[src/rtl/sc_spi_slv.sv]
// SPI target engine: 2-flop pad sync, CPOL/CPHA modes 0-3, MSB/LSB first. Optional SC_SPI_SLV_MISO_OE_EN adds SPI_MISO_OE.
// Latency: pad edges act at the 3rd SYSCLK edge; RXVALID rises the cycle after the final sample edge.
// Backpressure: RXVALID holds until RXACK (overflow drops the word and pulses RXOVR); TXLOAD ignored while TXFULL.
module sc_spi_slv #(
  parameter int  DW_MAX = 32,
  localparam int CW     = $clog2(DW_MAX)
) (
  input  logic              SYSCLK,
  input  logic              SYSRST,
  input  logic              CPOL,
  input  logic              CPHA,
  input  logic              BORDER,
  input  logic [CW-1:0]     DWIDTH,
  input  logic [DW_MAX-1:0] TXDATA,
  input  logic              TXLOAD,
  output logic              TXFULL,
  output logic              TXUNDER,
  output logic [DW_MAX-1:0] RXDATA,
  output logic              RXVALID,
  input  logic              RXACK,
  output logic              RXOVR,
  output logic              SPIBUSY,
  output logic              SPICOMPLETE,
  output logic              SPIABORT,
  input  logic              SPI_CSB,
  input  logic              SPI_SCLK,
  input  logic              SPI_MOSI,
`ifdef SC_SPI_SLV_MISO_OE_EN
  output logic              SPI_MISO_OE,
`endif
  output logic              SPI_MISO
);

  typedef enum logic {sIDLE, sSHIFT} state_t;

  state_t            state, state_nxt;
  logic              csb_s1, csb_s2, csb_d;
  logic              sclk_s1, sclk_s2, sclk_d;
  logic              mosi_s1, mosi_s2;
  logic              cpol_q, cpha_q, border_q;
  logic [CW-1:0]     dwidth_q;
  logic [CW-1:0]     bit_cnt;
  logic              skip_q;
  logic [DW_MAX-1:0] tx_sh, rx_sh, txbuf;

  logic              csb_fall, csb_rise, sclk_rise, sclk_fall;
  logic              lead_edge, trail_edge, sample_edge, shift_edge;
  logic              start, stop, smp, shf, word_done, word_load, txload_ok;
  logic [CW-1:0]     rx_idx;
  logic [DW_MAX-1:0] rx_word_nxt, tx_shifted;

  always_ff @(posedge SYSCLK) begin
    if (SYSRST) begin
      csb_s1  <= 1'b1;
      csb_s2  <= 1'b1;
      csb_d   <= 1'b1;
      sclk_s1 <= 1'b0;
      sclk_s2 <= 1'b0;
      sclk_d  <= 1'b0;
      mosi_s1 <= 1'b0;
      mosi_s2 <= 1'b0;
    end else begin
      csb_s1  <= SPI_CSB;
      csb_s2  <= csb_s1;
      csb_d   <= csb_s2;
      sclk_s1 <= SPI_SCLK;
      sclk_s2 <= sclk_s1;
      sclk_d  <= sclk_s2;
      mosi_s1 <= SPI_MOSI;
      mosi_s2 <= mosi_s1;
    end
  end

  assign csb_fall    = csb_d & ~csb_s2;
  assign csb_rise    = ~csb_d & csb_s2;
  assign sclk_rise   = sclk_s2 & ~sclk_d;
  assign sclk_fall   = ~sclk_s2 & sclk_d;
  assign lead_edge   = cpol_q ? sclk_fall : sclk_rise;
  assign trail_edge  = cpol_q ? sclk_rise : sclk_fall;
  assign sample_edge = cpha_q ? trail_edge : lead_edge;
  assign shift_edge  = cpha_q ? lead_edge : trail_edge;

  always_ff @(posedge SYSCLK) begin
    if (SYSRST) state <= sIDLE;
    else        state <= state_nxt;
  end

  always_comb begin
    state_nxt = state;
    start     = 1'b0;
    stop      = 1'b0;
    smp       = 1'b0;
    shf       = 1'b0;
    case (state)
      sIDLE: begin
        if (csb_fall) begin
          state_nxt = sSHIFT;
          start     = 1'b1;
        end
      end
      sSHIFT: begin
        // A CSB rise wins over any SCLK edge seen in the same cycle.
        if (csb_rise) begin
          state_nxt = sIDLE;
          stop      = 1'b1;
        end else begin
          smp = sample_edge;
          shf = shift_edge;
        end
      end
      default: state_nxt = sIDLE;
    endcase
  end

  assign word_done = smp & (bit_cnt == dwidth_q);
  assign word_load = start | word_done;
  assign txload_ok = TXLOAD & (~TXFULL | word_load);
  assign rx_idx    = border_q ? bit_cnt : dwidth_q - bit_cnt;
  assign tx_shifted = border_q ? {1'b1, tx_sh[DW_MAX-1:1]} : {tx_sh[DW_MAX-2:0], 1'b1};

  always_comb begin
    rx_word_nxt         = rx_sh;
    rx_word_nxt[rx_idx] = mosi_s2;
  end

  always_ff @(posedge SYSCLK) begin
    if (SYSRST) begin
      cpol_q      <= 1'b0;
      cpha_q      <= 1'b0;
      border_q    <= 1'b0;
      dwidth_q    <= '0;
      bit_cnt     <= '0;
      skip_q      <= 1'b0;
      tx_sh       <= '1;
      rx_sh       <= '0;
      txbuf       <= '0;
      TXFULL      <= 1'b0;
      TXUNDER     <= 1'b0;
      RXDATA      <= '0;
      RXVALID     <= 1'b0;
      RXOVR       <= 1'b0;
      SPICOMPLETE <= 1'b0;
      SPIABORT    <= 1'b0;
    end else begin
      TXUNDER     <= 1'b0;
      RXOVR       <= 1'b0;
      SPICOMPLETE <= 1'b0;
      SPIABORT    <= 1'b0;

      if (start) begin
        cpol_q   <= CPOL;
        cpha_q   <= CPHA;
        border_q <= BORDER;
        dwidth_q <= DWIDTH;
        bit_cnt  <= '0;
        skip_q   <= CPHA;
      end

      if (word_load) begin
        tx_sh   <= TXFULL ? txbuf : '1;
        TXUNDER <= ~TXFULL;
        rx_sh   <= '0;
      end

      if (txload_ok) begin
        txbuf  <= TXDATA;
        TXFULL <= 1'b1;
      end else if (word_load) begin
        TXFULL <= 1'b0;
      end

      // After a mid-stream reload the next shift edge belongs to the old word's
      // last bit (CPHA=0) or the new word's first bit (CPHA=1); skip it either way.
      if (smp) begin
        if (word_done) begin
          bit_cnt <= '0;
          skip_q  <= 1'b1;
        end else begin
          bit_cnt <= bit_cnt + 1'b1;
          rx_sh   <= rx_word_nxt;
        end
      end

      if (shf) begin
        if (skip_q) skip_q <= 1'b0;
        else        tx_sh  <= tx_shifted;
      end

      if (word_done) begin
        if (~RXVALID | RXACK) begin
          RXDATA  <= rx_word_nxt;
          RXVALID <= 1'b1;
        end else begin
          RXOVR <= 1'b1;
        end
      end else if (RXACK) begin
        RXVALID <= 1'b0;
      end

      if (stop) begin
        SPICOMPLETE <= 1'b1;
        SPIABORT    <= |bit_cnt;
        bit_cnt     <= '0;
      end
    end
  end

  assign SPIBUSY  = (state == sSHIFT);
  assign SPI_MISO = (state == sSHIFT) ? (border_q ? tx_sh[0] : tx_sh[dwidth_q]) : 1'b1;

`ifdef SC_SPI_SLV_MISO_OE_EN
  assign SPI_MISO_OE = SPIBUSY;
`endif

endmodule

[config.mk]
export PLATFORM = sky130hd
export DESIGN_NAME = sc_spi_slv
export DESIGN_NICKNAME = d
export VERILOG_FILES = /design/src/rtl/sc_spi_slv.sv
export SDC_FILE = /design/constraint.sdc
export NUM_CORES = 1
export LEC_CHECK = 0
export ABC_AREA = 0
export CAP_MARGIN = 20
export CORE_MARGIN = 1.5
export CORE_UTILIZATION = 57
export DETAILED_ROUTE_END_ITERATION = 16
export PLACE_DENSITY_LB_ADDON = 0.3
export SETUP_SLACK_MARGIN = 0.2
export SLEW_MARGIN = 20
export SYNTH_ARGS = -nofsm -noshare
export SYNTH_HDL_FRONTEND = slang
export SYNTH_SLANG_ARGS = --single-unit
[constraint.sdc]
create_clock -name SYSCLK -period 2.9 [get_ports SYSCLK]
set_input_delay 0.29 -clock SYSCLK [delete_from_list [all_inputs] [get_ports SYSCLK]]
set_output_delay 0.29 -clock SYSCLK [all_outputs]
set_load 0.02 [all_outputs]
=== Yosys cells after proc, flatten, opt, wreduce, memory -nomap -nowiden ===
Cells that the tools add are included.

* $lt $le $gt $ge: 3
* Muxes and demuxes: 45
* Reduce and logical (&&, ||, !) cells: 11
* Bitwise logic cells: 19
* $add $sub $neg: 2
* Eq/ne operators: 2

{| class="wikitable"
|+ Operator list
! kind !! count
|-
| two-way mux 32 bit || 8
|-
| bitwise mux 32 bit || 1
|-
| two-way mux 1 bit || 29
|-
| two-way mux 5 bit || 4
|-
| less-than comparator 5 x 6 -> 1 bit, second input constant || 2
|-
| inverter 1 bit || 10
|-
| OR reduction 2 bit || 4
|-
| bitwise AND 1 bit || 6
|-
| nonzero test 2 bit || 3
|-
| adder 5 x 1 -> 5 bit, second input constant || 1
|-
| binary-select mux 1 bit (select 5 bit) || 1
|-
| demux 1 bit (select 5 bit) || 1
|-
| == test 5 bit || 1
|-
| greater-or-equal comparator 5 x 1 -> 1 bit, second input constant || 1
|-
| OR reduction 5 bit || 1
|-
| subtractor 5 bit || 1
|-
| AND reduction 2 bit || 2
|-
| bitwise OR 1 bit || 3
|-
| inequality test 2 x 1 -> 1 bit, second input constant || 1
|-
| case mux 1 bit (2 select lines) || 1
|-
| logical AND 1 bit || 1
|}

* Output and inout port bits: 40
* Word-level logic and storage cells: 107
* Register bits: 157
* Input port bits: 47

=== Longest topological paths before layout ===
Gate-level depths: netlist (run 1).

* Word-level depth: 11
* Mapped depth: 12
* Depth with buffers taken out: 9

=== Worst setup path before layout (run 1) ===
Ideal clock, no wire load.

* Kind: reg2reg
* Start: reg dwidth_q[0]
* End: reg RXDATA[23]
* Arrival: 2.443 ns
* Setup time: 0.112 ns
* Cell stages (with the launch flop): 11
* Slack: 0.345 ns
* Required time: 2.788 ns
* Cells stage by stage: dfxtp_1 buf_2 inv_1 ha_1 inv_1 fa_1 xnor2_1 o21a_1 nor4_2 a311oi_1 a2111oi_1

* Cells in the longest elaborated chain, start to end: 7
* Elaborated cells between the ends (all ways): 11
* Classes of those cells: add/sub (1); order compare (2); eq/ne (1); mux (4); bitwise (1); reduce/logical (2)

{| class="wikitable"
|+ Ends and longest elaborated chain
! element !! RTL line !! RTL
|-
| start: declaration || 41 || <nowiki>logic [CW-1:0] dwidth_q;</nowiki>
|-
| start signal: assignment || 131 || <nowiki>dwidth_q <= '0;</nowiki>
|-
| start signal: assignment || 154 || <nowiki>dwidth_q <= DWIDTH;</nowiki>
|-
| subtractor 5 bit || 118 || <nowiki>assign rx_idx = border_q ? bit_cnt : dwidth_q - bit_cnt;</nowiki>
|-
| two-way mux 5 bit || 118 ||
|-
| less-than comparator 5 x 6 -> 1 bit (implied by the code) / greater-or-equal comparator 5 x 1 -> 1 bit (equally long branches) || 123 || <nowiki>rx_word_nxt[rx_idx] = mosi_s2;</nowiki>
|-
| logical AND 1 bit (implied by the code) || 123 ||
|-
| two-way mux 1 bit (implied by the code) || 123 ||
|-
| demux 1 bit (select 5 bit) || 123 ||
|-
| bitwise mux 32 bit || 123 ||
|-
| end signal: assignment || 191 || <nowiki>RXDATA <= rx_word_nxt;</nowiki>
|-
| end: declaration || 18 || <nowiki>output logic [DW_MAX-1:0] RXDATA,</nowiki>
|}

Parallel ways exist; a longest one is shown, timed or not.
A chain may end at the register's enable or synchronous reset.

=== Worst setup path after layout (run 1) ===
* Start: reg bit_cnt[3]
* End: reg rx_sh[22]

* Cells in the longest elaborated chain, start to end: 9
* Elaborated cells between the ends (all ways): 14
* Classes of those cells: add/sub (1); order compare (2); eq/ne (1); mux (7); bitwise (2); reduce/logical (1)

{| class="wikitable"
|+ Ends and longest elaborated chain
! element !! RTL line !! RTL
|-
| start: declaration || 42 || <nowiki>logic [CW-1:0] bit_cnt;</nowiki>
|-
| start signal: assignment || 179 || <nowiki>bit_cnt <= bit_cnt + 1'b1;</nowiki>
|-
| subtractor 5 bit || 118 ||
|-
| two-way mux 5 bit || 118 ||
|-
| less-than comparator 5 x 6 -> 1 bit (implied by the code) / greater-or-equal comparator 5 x 1 -> 1 bit (equally long branches) || 123 ||
|-
| logical AND 1 bit (implied by the code) || 123 ||
|-
| two-way mux 1 bit (implied by the code) || 123 ||
|-
| demux 1 bit (select 5 bit) || 123 ||
|-
| bitwise mux 32 bit || 123 ||
|-
| two-way mux 32 bit || 175 || <nowiki>if (word_done) begin</nowiki>
|-
| two-way mux 32 bit (*) || 174 || <nowiki>if (smp) begin</nowiki>
|-
| end signal: assignment || 180 || <nowiki>rx_sh <= rx_word_nxt;</nowiki>
|-
| end: declaration || 44 || <nowiki>logic [DW_MAX-1:0] tx_sh, rx_sh, txbuf;</nowiki>
|}

Mark *: on every way between the ends. The rest lies on a longest branch, timed or not.

==> impl_metrics.ini, run 1 <==
[run_status]
outcome = finished, final reports clean

[clocking]
clk_latency_ns = 0.43
cts_hold_buf = 0
cts_sinks = 157
cts_buffer_depth = 2
clkTransAtPathRegs_ns = 0.06
cts_made_buffers = 17
cts_tree = yes
root_buffer = clkbuf_16
htreeDepth = 4

[logic_synthesis]
syn_nets = 972
yosysUniqueCellTypes = 66
yosys.area.top_type = dfxtp_1
yosysSeqAreaShare_pct = 38.7
yosysMostFrequentCell = dfxtp_1
ys_warn_count = 0
postSynthCellCount = 918
synth_area_um2 = 8120
ys_ff_latch = 157
synth_edf_count = 0
synth-main-ff-cell = dfxtp_1
netlist.area_leader.share_pct = 38.7
avgSynthCellArea_um2 = 8.84
synth_common_cells = 157 x dfxtp_1, 76 x nand2_1, 67 x mux2i_1, 63 x clkbuf_1, 52 x nand3_1
synthArstFlopShare_pct = 0
yosys-top-cells-area = dfxtp_1 39%, mux2i_1 8.3%, nand4_1 3.6%

[die]
fp.dieW_um = 122
core_area_um2 = 13900
io_pins = 87
fp.dieArea_um2 = 15000
initial_core_util_pct = 58.5
fp.dieH_um = 122
row_count = 43

[finish]
final_net_count = 1026
nFillCells = 1067
area_growth_pct = 21.9
antennaDiodeCount = 0
layout-drive-gt1-share_pct = 12.2
layout.cells.non_filler = 1163

[setup_path]
cp_cell_sequence = inv_1 -> ha_2 -> nand3_1 -> a2111o_2 -> buf_4 -> o211a_4 -> o311ai_0 -> nand3_1
crit_path_top_delay_cell = a2111o_2
start_kind = register
slowest_delay_ns = 0.59
end_kind = register
path_buf_inv = 2
critPathArrivalTime_ns = 3.04
required_ns = 3.21
cp_top_family = compound AO/OA/AOI/OAI gates
crit_fanout = 19
path_class = reg -> reg
cpMostUsedCell = nand3_1

[detailed_routing]
vias = 7602
drc = 0
drt_pass1_iterations = 7
detail_route.vias_per_cell = 6.54
drtIter0Drc = 908
wl_per_cell_um = 18.3
drt-total-wl_mm = 21.2
ant_nets = 0

[global_route]
grt_antenna_before_repair = 0
track_usage_pct = 28.1
grt_pass1_wl_mm = 33.6
grt_max_degree = 47
grt_pass1_vias = 6792
grt_overflow = 0

[sta]
period_share_pct = 94.4
rsz0062_at_grt = true
finalHoldViolCount = 0
fmax_ghz = 0.365
slew_headroom_pct = 44.9
timing_worst_slew_pin_value_ns = 0.825
setup_tns_ns = 0
fin_skew_ns = 0.00892
min_period_ns = 2.74
slew_violations = 0
setup_viol = 0

[power]
leakagePower_nw = 3.33
ir_worst_vdd_mv = 0.412
pwr_density_cell_nw_per_um2 = 505

[placed_design]
place.gp.congestion = 0.900
post-dp-hpwl_mm = 12.9
portBuffers = 86
placed_cells = 1123

[hold_path]
hp-class = in -> reg

[flow_run]
cap_violations = 0
-- placed cells by master, fill, tap and decap left out, types with 3 or more instances in the layout --
cell type and instances:
and3_1 16, nand2b_1 37, o31ai_2 3, inv_1 10, nor3_1 9, nand3_1 50
clkbuf_1 6, mux4_2 8, nor2b_1 9, nor2_1 22, o211ai_1 22, buf_4 41
mux2i_1 66, o311ai_0 6, nand4_1 47, ha_1 5, a311oi_1 24, nand3b_1 6
dfxtp_1 155, o21bai_1 21, a31oi_1 14, nand2_1 76, a211oi_1 10, a2111oi_1 12
a21oi_1 46, or2_2 4, a22oi_1 33, o31ai_1 8, o21ai_0 35, nor3b_1 9
clkdlybuf4s50_1 84, o311ai_1 5, clkbuf_16 17
-- area by class of cell --
class	count	area [um^2]	share of cell area (%)
Inverter	10	37.5	0.379
Clock inverter	6	88.8	0.898
Timing Repair Buffer	131	1230	12.4
Multi-Input combinational cell	655	4710	47.6
Clock buffer	24	462	4.67
Sequential cell	157	3150	31.8
Tap cell	180	225	2.28
-- where the power goes --
part	internal [mW]	switching, mW
Clock	1.28	0.853
Combinational	0.252	0.353
Sequential	2.21	0.0460
Total	3.74	1.25
-- sequential cells by signal, summed over array words and instances (netlist names), 5 cells and up --
name,count
dwidth_q,5
rx_sh,32
tx_sh,32
RXDATA,32
txbuf,32
bit_cnt,5
-- timing repair --
item | CTS | global route
setup endpoints to repair | 15 | 92
gates resized for setup | 3 | 27
pin swaps | 2 | 4
endpoints found under the hold margin | 0 | 0
setup buffers | 3 | 3
gates cloned | 2 | 2
-- cells by family after synthesis --
logic type	Yosys count	synth area share (%)
compound gates	262	23.1
xor+xnor	3	0.416
fa+ha+maj	7	1.17
buf+inv	110	5.92
flops	157	38.7
mux	77	10.8
simple gates	302	19.9
-- stage by stage --
stage	hold WS, ns	power, mW	utilization [%]	cell area (um^2)	setup WS (ns)
3_5_place_dp	0.403	2.86	65.8	9140	0.128
2_1_floorplan	0.389	2.66	-	8120	0.345
4_1_cts	0.402	4.97	70.1	9740	0.155
6_report	0.409	5.00	71.3	9890	0.163
5_1_grt	0.416	5.15	71.3	9890	0.115
3_3_place_gp	0.392	2.85	65.8	9140	0.248
-- worst paths after layout --
check                           depth (start not counted)       start   endpoint  slack [ns]
worst max-delay path                                    8  bit_cnt[3]  rx_sh[22]        0.16
worst min-delay path                                    2    SPI_SCLK    sclk_s1        0.41
worst max register to register                          8  bit_cnt[3]  rx_sh[22]        0.16
worst min register to register                          1      csb_s1     csb_s2        0.41
-- routing by layer --
metal  vias to the layer above  track usage, %  part of all wire, %  wire length, um
met5                         -               0                    0                0
met4                         0            10.9                  2.1              456
met3                        41            4.83                  6.7             1420
met2                       331            44.4                   47             9930
met1                      3646            38.4                   44             9420
li1                       3584               -                    -                -
(Power assumes the default switching activity.)
==> run 2: changes to the inputs <==
==> constraint.sdc (replaced) <==
create_clock -name SYSCLK -period 2.9 [get_ports SYSCLK]
set_input_delay 0.29 -clock SYSCLK [delete_from_list [all_inputs] [get_ports SYSCLK]]
set_output_delay 0.29 -clock SYSCLK [all_outputs]
set_load 0.05 [all_outputs]
==> run 2 against run 1 <==
Compared with the run above: sequential power hardly changed; setup slack better by 0.051 ns; total power is 5.6% higher; final cell count is 0.43% lower.
==> impl_metrics.ini, run 2 (synthesis gave the netlist of run 1 again) <==
[detailed_routing]
drt_pass1_iterations = 6
ant_nets = 0
detail_route.vias_per_cell = 6.53
drc = 0
vias = 7563
wl_per_cell_um = 18.7
drt-total-wl_mm = 21.6
drtIter0Drc = 853

[finish]
seqCellArea_um2 = 3150
final_common_cell = dfxtp_1
layout-drive-gt1-share_pct = 12.9
multiInputGateArea_um2 = 4720
area_growth_pct = 22.9
final_net_count = 1020
final_util_pct = 71.8
layout.cells.non_filler = 1158
nFillCells = 1021
final_cell_mix = 155 x dfxtp_1, 84 x clkdlybuf4s50_1, 76 x nand2_1
fin_area_um2 = 9970
antennaDiodeCount = 0

[placed_design]
place.gp.congestion = 0.893
placed_cells = 1121
portBuffers = 86
post-dp-hpwl_mm = 13.0
place_ws_ns = 0.193
placed_cell_area_um2 = 9120

[global_route]
grt_overflow = 0
grt_antenna_before_repair = 0
grt_max_degree = 46
grt_pass1_vias = 6873
grt_pass1_wl_mm = 34.3
track_usage_pct = 28.6

[sta]
setup_tns_ns = 0
finalHoldViolCount = 0
fmax_ghz = 0.372
fin_skew_ns = 0.00768
whs_ns = 0.197
timing_worst_slew_pin_value_ns = 0.858
worst_slack_ns = 0.214
rsz0062_at_grt = true
slew_violations = 0
min_period_ns = 2.69
slew_headroom_pct = 42.8
setup_viol = 0
period_share_pct = 92.6

[clocking]
cts_made_buffers = 17
cts_tree = yes
root_buffer = clkbuf_16
clk_latency_ns = 0.43
cts_hold_buf = 0
cts_sinks = 157
clkTransAtPathRegs_ns = 0.06
cts_buffer_depth = 2
htreeDepth = 4

[power]
power.total_mw = 5.27
pwr_density_cell_nw_per_um2 = 529
leakagePower_nw = 3.36
ir_worst_vdd_mv = 0.406

[setup_path]
rr_worst_depth = 8
critPathArrivalTime_ns = 2.99
start_kind = register
path_class = reg -> reg
required_ns = 3.20
reg2reg_from = bit_cnt[2]
r2r-end = rx_sh[20]
crit_fanout = 16
end_kind = register
ff2ff_setup_slack_ns = 0.21

[die]
initial_core_util_pct = 58.5
row_count = 43
fp.dieW_um = 122
fp.dieH_um = 122
fp.dieArea_um2 = 15000
io_pins = 87
core_area_um2 = 13900

[run_status]
outcome = finished, final reports clean

[hold_path]
hp-class = in -> reg
hold_path_end = sclk_s1
whs_path_depth = 2
min_from = SYSRST

[flow_run]
cap_violations = 0
run 2: cell types whose count changed in the layout (fill, tap and decap cells not counted), sizes merged, moves of 2 or more:
cell / change
clkbuf: -3
buf: -2
bufinv: +2
o211ai: -2
clkinv: +2
run 2: worst max-delay path by stage:
stage | end | depth (start not counted) | start
2_1_floorplan | SPI_MISO | 6 | border_q
3_3_place_gp | rx_sh[28] | 8 | bit_cnt[3]
3_5_place_dp | txbuf[3] | 7 | bit_cnt[2]
4_1_cts | SPI_MISO | 5 | border_q
5_1_grt | rx_sh[20] | 7 | dwidth_q[2]
6_report | rx_sh[20] | 8 | bit_cnt[2]
run 2: worst max-delay path, cell delays in order, from the launching register on:
cell      delay (ns)
dfxtp_2         0.41
inv_1           0.07
ha_1            0.44
nand3_1         0.18
a2111o_1        0.52
o211a_4         0.27
buf_4           0.21
o311ai_0        0.35
nand3_1         0.11
run 2: repair_timing:
| item | CTS | global route |
|---|---|---|
| pin swaps | 0 | 3 |
| hold endpoints to repair | 0 | 0 |
| setup endpoints to repair | 14 | 85 |
| gates resized for setup | 2 | 33 |
| gates cloned | 0 | 1 |
| setup buffers | 0 | 5 |
run 2: cell type report:
| type | instances | area share, % |
|---|---|---|
| clock buffer | 21 | 4.72 |
| clock inverter | 10 | 1.61 |
| inverter | 10 | 0.376 |
| multi-input combinational | 652 | 47.3 |
| sequential | 157 | 31.5 |
| tap | 180 | 2.26 |
| timing repair buffer | 128 | 12.2 |
run 2: layer usage:
metal | part of all wire [%] | vias to the layer above | track usage (%)
met4 | 2.2 | 0 | 9.23
met1 | 45 | 3624 | 39.6
met5 | 0 | - | 0
li1 | - | 3568 | -
met3 | 5.9 | 46 | 5.53
met2 | 47 | 325 | 45.0
run 2: power breakdown:
group	switching [mW]	internal (mW)	total [mW]	leakage, nW
registers	0.0456	2.21	2.26	1.28
logic	0.370	0.253	0.623	1.77
clock network	0.890	1.50	2.39	0.309
total	1.31	3.97	5.27	3.36
==> run 3: changes to the inputs <==
--- a/config.mk
+++ b/config.mk
@@ -8,7 +8,7 @@
 export ABC_AREA = 0
 export CAP_MARGIN = 20
 export CORE_MARGIN = 1.5
-export CORE_UTILIZATION = 57
+export CORE_UTILIZATION = 45
 export DETAILED_ROUTE_END_ITERATION = 16
 export PLACE_DENSITY_LB_ADDON = 0.3
 export SETUP_SLACK_MARGIN = 0.2
==> run 3 against run 2 <==
Compared with the run above: register-to-register slack better by 0.08 ns; critical path depth is 1 higher; clock skew is 0.0044 ns higher; critical endpoint is now RXDATA[19]; die area is 26% higher; maximum frequency is 2.9% higher; sequential power hardly changed; global-route usage is 6.0 points lower.
==> impl_metrics.ini, run 3 (synthesis gave the netlist of run 1 again) <==
[die]
fp.dieArea_um2 = 18900
initial_core_util_pct = 46.4
fp.dieW_um = 137
row_count = 48
io_pins = 87
core_area_um2 = 17500
fp.dieH_um = 137

[finish]
layout-drive-gt1-share_pct = 13.3
final_net_count = 1028
final_common_cell = dfxtp_1
layout.cells.non_filler = 1212
antennaDiodeCount = 0
area_growth_pct = 23.7
fin_area_um2 = 10000
final_cell_mix = 155 x dfxtp_1, 84 x clkdlybuf4s50_1, 76 x nand2_1
nFillCells = 1558
final_util_pct = 57.5

[global_route]
grt_antenna_before_repair = 0
grt_overflow = 0
grt_pass1_vias = 6674
grt_pass1_wl_mm = 34.3
track_usage_pct = 22.6
grt_max_degree = 44

[sta]
whs_ns = 0.282
worst_slack_ns = 0.290
fmax_ghz = 0.383
fin_skew_ns = 0.0121
setup_viol = 0
slew_violations = 0
finalHoldViolCount = 0
min_period_ns = 2.61
timing_worst_slew_pin_value_ns = 0.858
period_share_pct = 90.0
rsz0062_at_grt = false
slew_headroom_pct = 42.7
setup_tns_ns = 0

[placed_design]
placed_cells = 1172
post-dp-hpwl_mm = 13.1
place.gp.congestion = 0.826
placed_cell_area_um2 = 9230
portBuffers = 86
place_ws_ns = 0.108

[detailed_routing]
drt-total-wl_mm = 21.1
ant_nets = 0
drtIter0Drc = 763
vias = 7373
drc = 0
detail_route.vias_per_cell = 6.08
wl_per_cell_um = 17.4
drt_pass1_iterations = 5

[power]
ir_worst_vdd_mv = 0.443
leakagePower_nw = 3.38
power.total_mw = 5.23
p_sw_share_pct = 25.5
pwr-share-clk_pct = 45.1
seq_power_share_pct = 43.0
pwr_density_cell_nw_per_um2 = 521
p_int_mw = 3.90
p_switching_mw = 1.33
combinationalPowerShare_pct = 11.8

[setup_path]
cp_cell_sequence = inv_1 -> ha_1 -> inv_1 -> fa_2 -> nand3_1 -> a2111o_2 -> o211ai_4 -> a311oi_1 -> a2111oi_1
start_kind = register
slowest_delay_ns = 0.62
critPathArrivalTime_ns = 2.91
path_class = reg -> reg
required_ns = 3.20
crit_fanout = 11
cp_top_family = compound AO/OA/AOI/OAI gates
end_kind = register
path_buf_inv = 2
crit_path_top_delay_cell = a2111o_2
cpMostUsedCell = inv_1

[clocking]
cts_hold_buf = 0
cts_sinks = 157
root_buffer = clkbuf_16
clkTransAtPathRegs_ns = 0.06
clk_latency_ns = 0.44
htreeDepth = 4
cts_buffer_depth = 2
cts_made_buffers = 17
cts_tree = yes

[flow_run]
cap_violations = 0

[run_status]
outcome = finished, final reports clean

[hold_path]
hp-class = in -> reg
-- run 3: repair_timing --
action,in CTS,in global routing
buffers inserted,2,2
endpoints found under the setup margin,24,86
gates resized for setup,3,23
gates cloned,2,2
pin swaps,2,8
-- run 3: layout make-up --
class                      count  area, um^2  area share [%]
clock buffer                  21         470            4.68
sequential                   157        3150            31.3
tap                          225         282            2.80
clock inverter                11         158            1.57
timing repair buffer         133        1250            12.4
multi-input combinational    655        4700            46.8
inverter                      10        37.5           0.374
-- run 3: worst paths after layout --
kind	start	endpoint	slack (ns)	cells past startpoint
setup / recovery	dwidth_q[0]	RXDATA[19]	0.29	9
hold / removal	SYSRST	mosi_s2	0.28	2
setup reg to reg	dwidth_q[0]	RXDATA[19]	0.29	9
hold reg to reg	csb_s1	csb_s2	0.41	1
-- run 3: power groups by stage --
stage	clock (mW)	sequential, mW	combinational (mW)
after floorplan	0	2.31	0.370
after global placement	0	2.30	0.575
after detailed placement	0	2.30	0.580
after CTS	2.40	2.25	0.593
after global routing	2.50	2.26	0.665
final	2.36	2.25	0.618
-- run 3: layer usage --
layer	up-vias	track usage, %	wire length [um]	share of wire [%]
li1	3589	-	-	-
met1	3505	32.5	10200	48
met2	249	35.0	9600	45
met3	30	3.83	1040	4.9
met4	0	6.20	261	1.2
met5	-	0	0	0
-- run 3: worst reg2reg max path: cells and delay by family, from the launching register on --
kind                       cells  cell delay (ns)
AOI/OAI and AO/OA              4             1.49
DFF                            1             0.34
adders and majority gates      2             0.43
buffers and inverters          2             0.12
and+or+nand+nor                1             0.12
==> variant: new RTL, flow settings as in run 2 <==
The option `SC_SPI_SLV_MISO_OE_EN` is turned on by a define.
--- a/src/rtl/sc_spi_slv.sv
+++ b/src/rtl/sc_spi_slv.sv
@@ -2,4 +2,6 @@
 // Latency: pad edges act at the 3rd SYSCLK edge; RXVALID rises the cycle after the final sample edge.
 // Backpressure: RXVALID holds until RXACK (overflow drops the word and pulses RXOVR); TXLOAD ignored while TXFULL.
+`define SC_SPI_SLV_MISO_OE_EN
+
 module sc_spi_slv #(
   parameter int  DW_MAX = 32,
Formal check against the unedited RTL (old outputs only; new: SPI_MISO_OE): equivalent (equiv_simple and equiv_induct, registers matched by name and starting in step).
==> variant against run 2 <==
Sequential cell count is the same; non-clock buffer count grew 9; setup slack gained 0.013 ns; power shrank 5.4%; synthesized area is essentially flat; routed wire length grew 5.6%; final area grew 0.60%; first-iteration DRC count grew 17%; clock skew grew 0.00080 ns.
==> variant: results (changes against run 2) <==
* Post-Synthesis Cells at 919 (was 918)
* Cells on worst reg2reg path at 7 (was 8)
* Critical path data arrival time at 3.00 ns (was 2.99 ns)
* Switching Share at 27.1% (was 24.8%)
* Worst Path Max Fanout at 12 (was 16)
* Iter 0 DRT Violations at 999 (was 853)
* Lkg Pwr at 3.37 nW (was 3.36 nW)
* Slew margin rel. at 40.1% (was 42.8%)
* Combinational Power Share at 13.4% (was 11.8%)
* Layout cells sized above 1 at 14.1% (was 12.9%)
* Crit-path slowest cell: a2111o_2 (was a2111o_1)
* Placer Congestion at 0.945 (was 0.893)
* Vias in the first global route at 7019 (was 6873)
* Routed len/inst at 19.5 µm (was 18.7 µm)
* Post-cts resize count at 6 (was 2)
* Setup bufs post-CTS at 2 (was 0)
* PortBufs at 87 (was 86)
* Status: finished clean (unchanged)
* Detailed-route via count at 7882 (was 7563)
* Seq/Total Area, Yosys at 38.7% (about the same)
* Post-DP HPWL at 13200 µm (was 13000 µm)
* Dpl cells at 1124 (was 1121)
* First drt pass iteration count at 7 (was 6)
* Final #Nets at 1034 (was 1020)
* Mapped Nets at 973 (was 972)
* HP Start: CPOL (was SYSRST)
* Fillcell total at 1032 (was 1021)
* Global-route wire length before repair at 35500 µm (was 34300 µm)
* Hold depth at 3 (was 2)
* Place WS at 0.0428 ns (was 0.193 ns)
* Tot GR Track Use at 29.8% (was 28.6%)
* Final Power at 4.99 mW (was 5.27 mW)
* Clk_skew at 0.00847 ns (was 0.00768 ns)
* FF-to-FF End: RXDATA[31] (was rx_sh[20])
* Clock Power Share at 41.3% (was 45.4%)
* Worst Hold End: cpol_q (was sclk_s1)
* Hold Worst Slack at 0.406 ns (was 0.197 ns)
* Vias per cell at 6.73 (was 6.53)
==> variant: cell types whose count changed in the layout (fill, tap and decap cells not counted), sizes merged <==
| cell | delta |
|---|---|
| a31oi | +1 |
| buf | +8 |
| clkdlybuf4s50 | +1 |
| bufinv | -4 |
| clkinvlp | +4 |
| o211a | +2 |
| o211ai | +2 |
==> variant: how the worst max path moves through the flow <==
stage,start,to,slack [ns],cells after the start
2_1_floorplan,border_q,SPI_MISO,0.26,6
5_1_grt,dwidth_q[2],RXDATA[18],0.1,6
3_3_place_gp,dwidth_q[0],RXDATA[18],0.20,9
6_report,dwidth_q[2],RXDATA[31],0.23,7
3_5_place_dp,dwidth_q[0],RXDATA[15],0.04,9
4_1_cts,dwidth_q[0],RXDATA[23],0.17,10
==> variant: metal layers <==
layer | global-route usage (%) | up-vias | share of wire, % | wire (µm)
li1 | - | 3600 | - | -
met1 | 40.5 | 3749 | 42 | 9660
met2 | 46.9 | 457 | 47 | 10600
met3 | 6.41 | 76 | 8.4 | 1910
met4 | 10.7 | 0 | 2.8 | 644
met5 | 0 | - | 0 | 0
==> variant: area by class of cell <==
type                       count  area, µm²  area share [%]
tap                          180        225            2.24
clock buffer                  21        470            4.69
multi-input combinational    657       4800            47.8
sequential                   157       3150            31.4
clock inverter                10       66.3           0.661
timing repair buffer         137       1290            12.9
inverter                      10       37.5           0.374
==> variant: logic make-up after synthesis <==
logic type / Yosys count / synth area share (%)
AND/OR/NAND/NOR: 302 / 19.9
flip-flops: 157 / 38.7
XOR/XNOR: 3 / 0.416
AO/OA/AOI/OAI: 262 / 23.1
buffers and inverters: 111 / 6.01
adder cells (fa/ha/maj): 7 / 1.17
multiplexers: 77 / 10.8
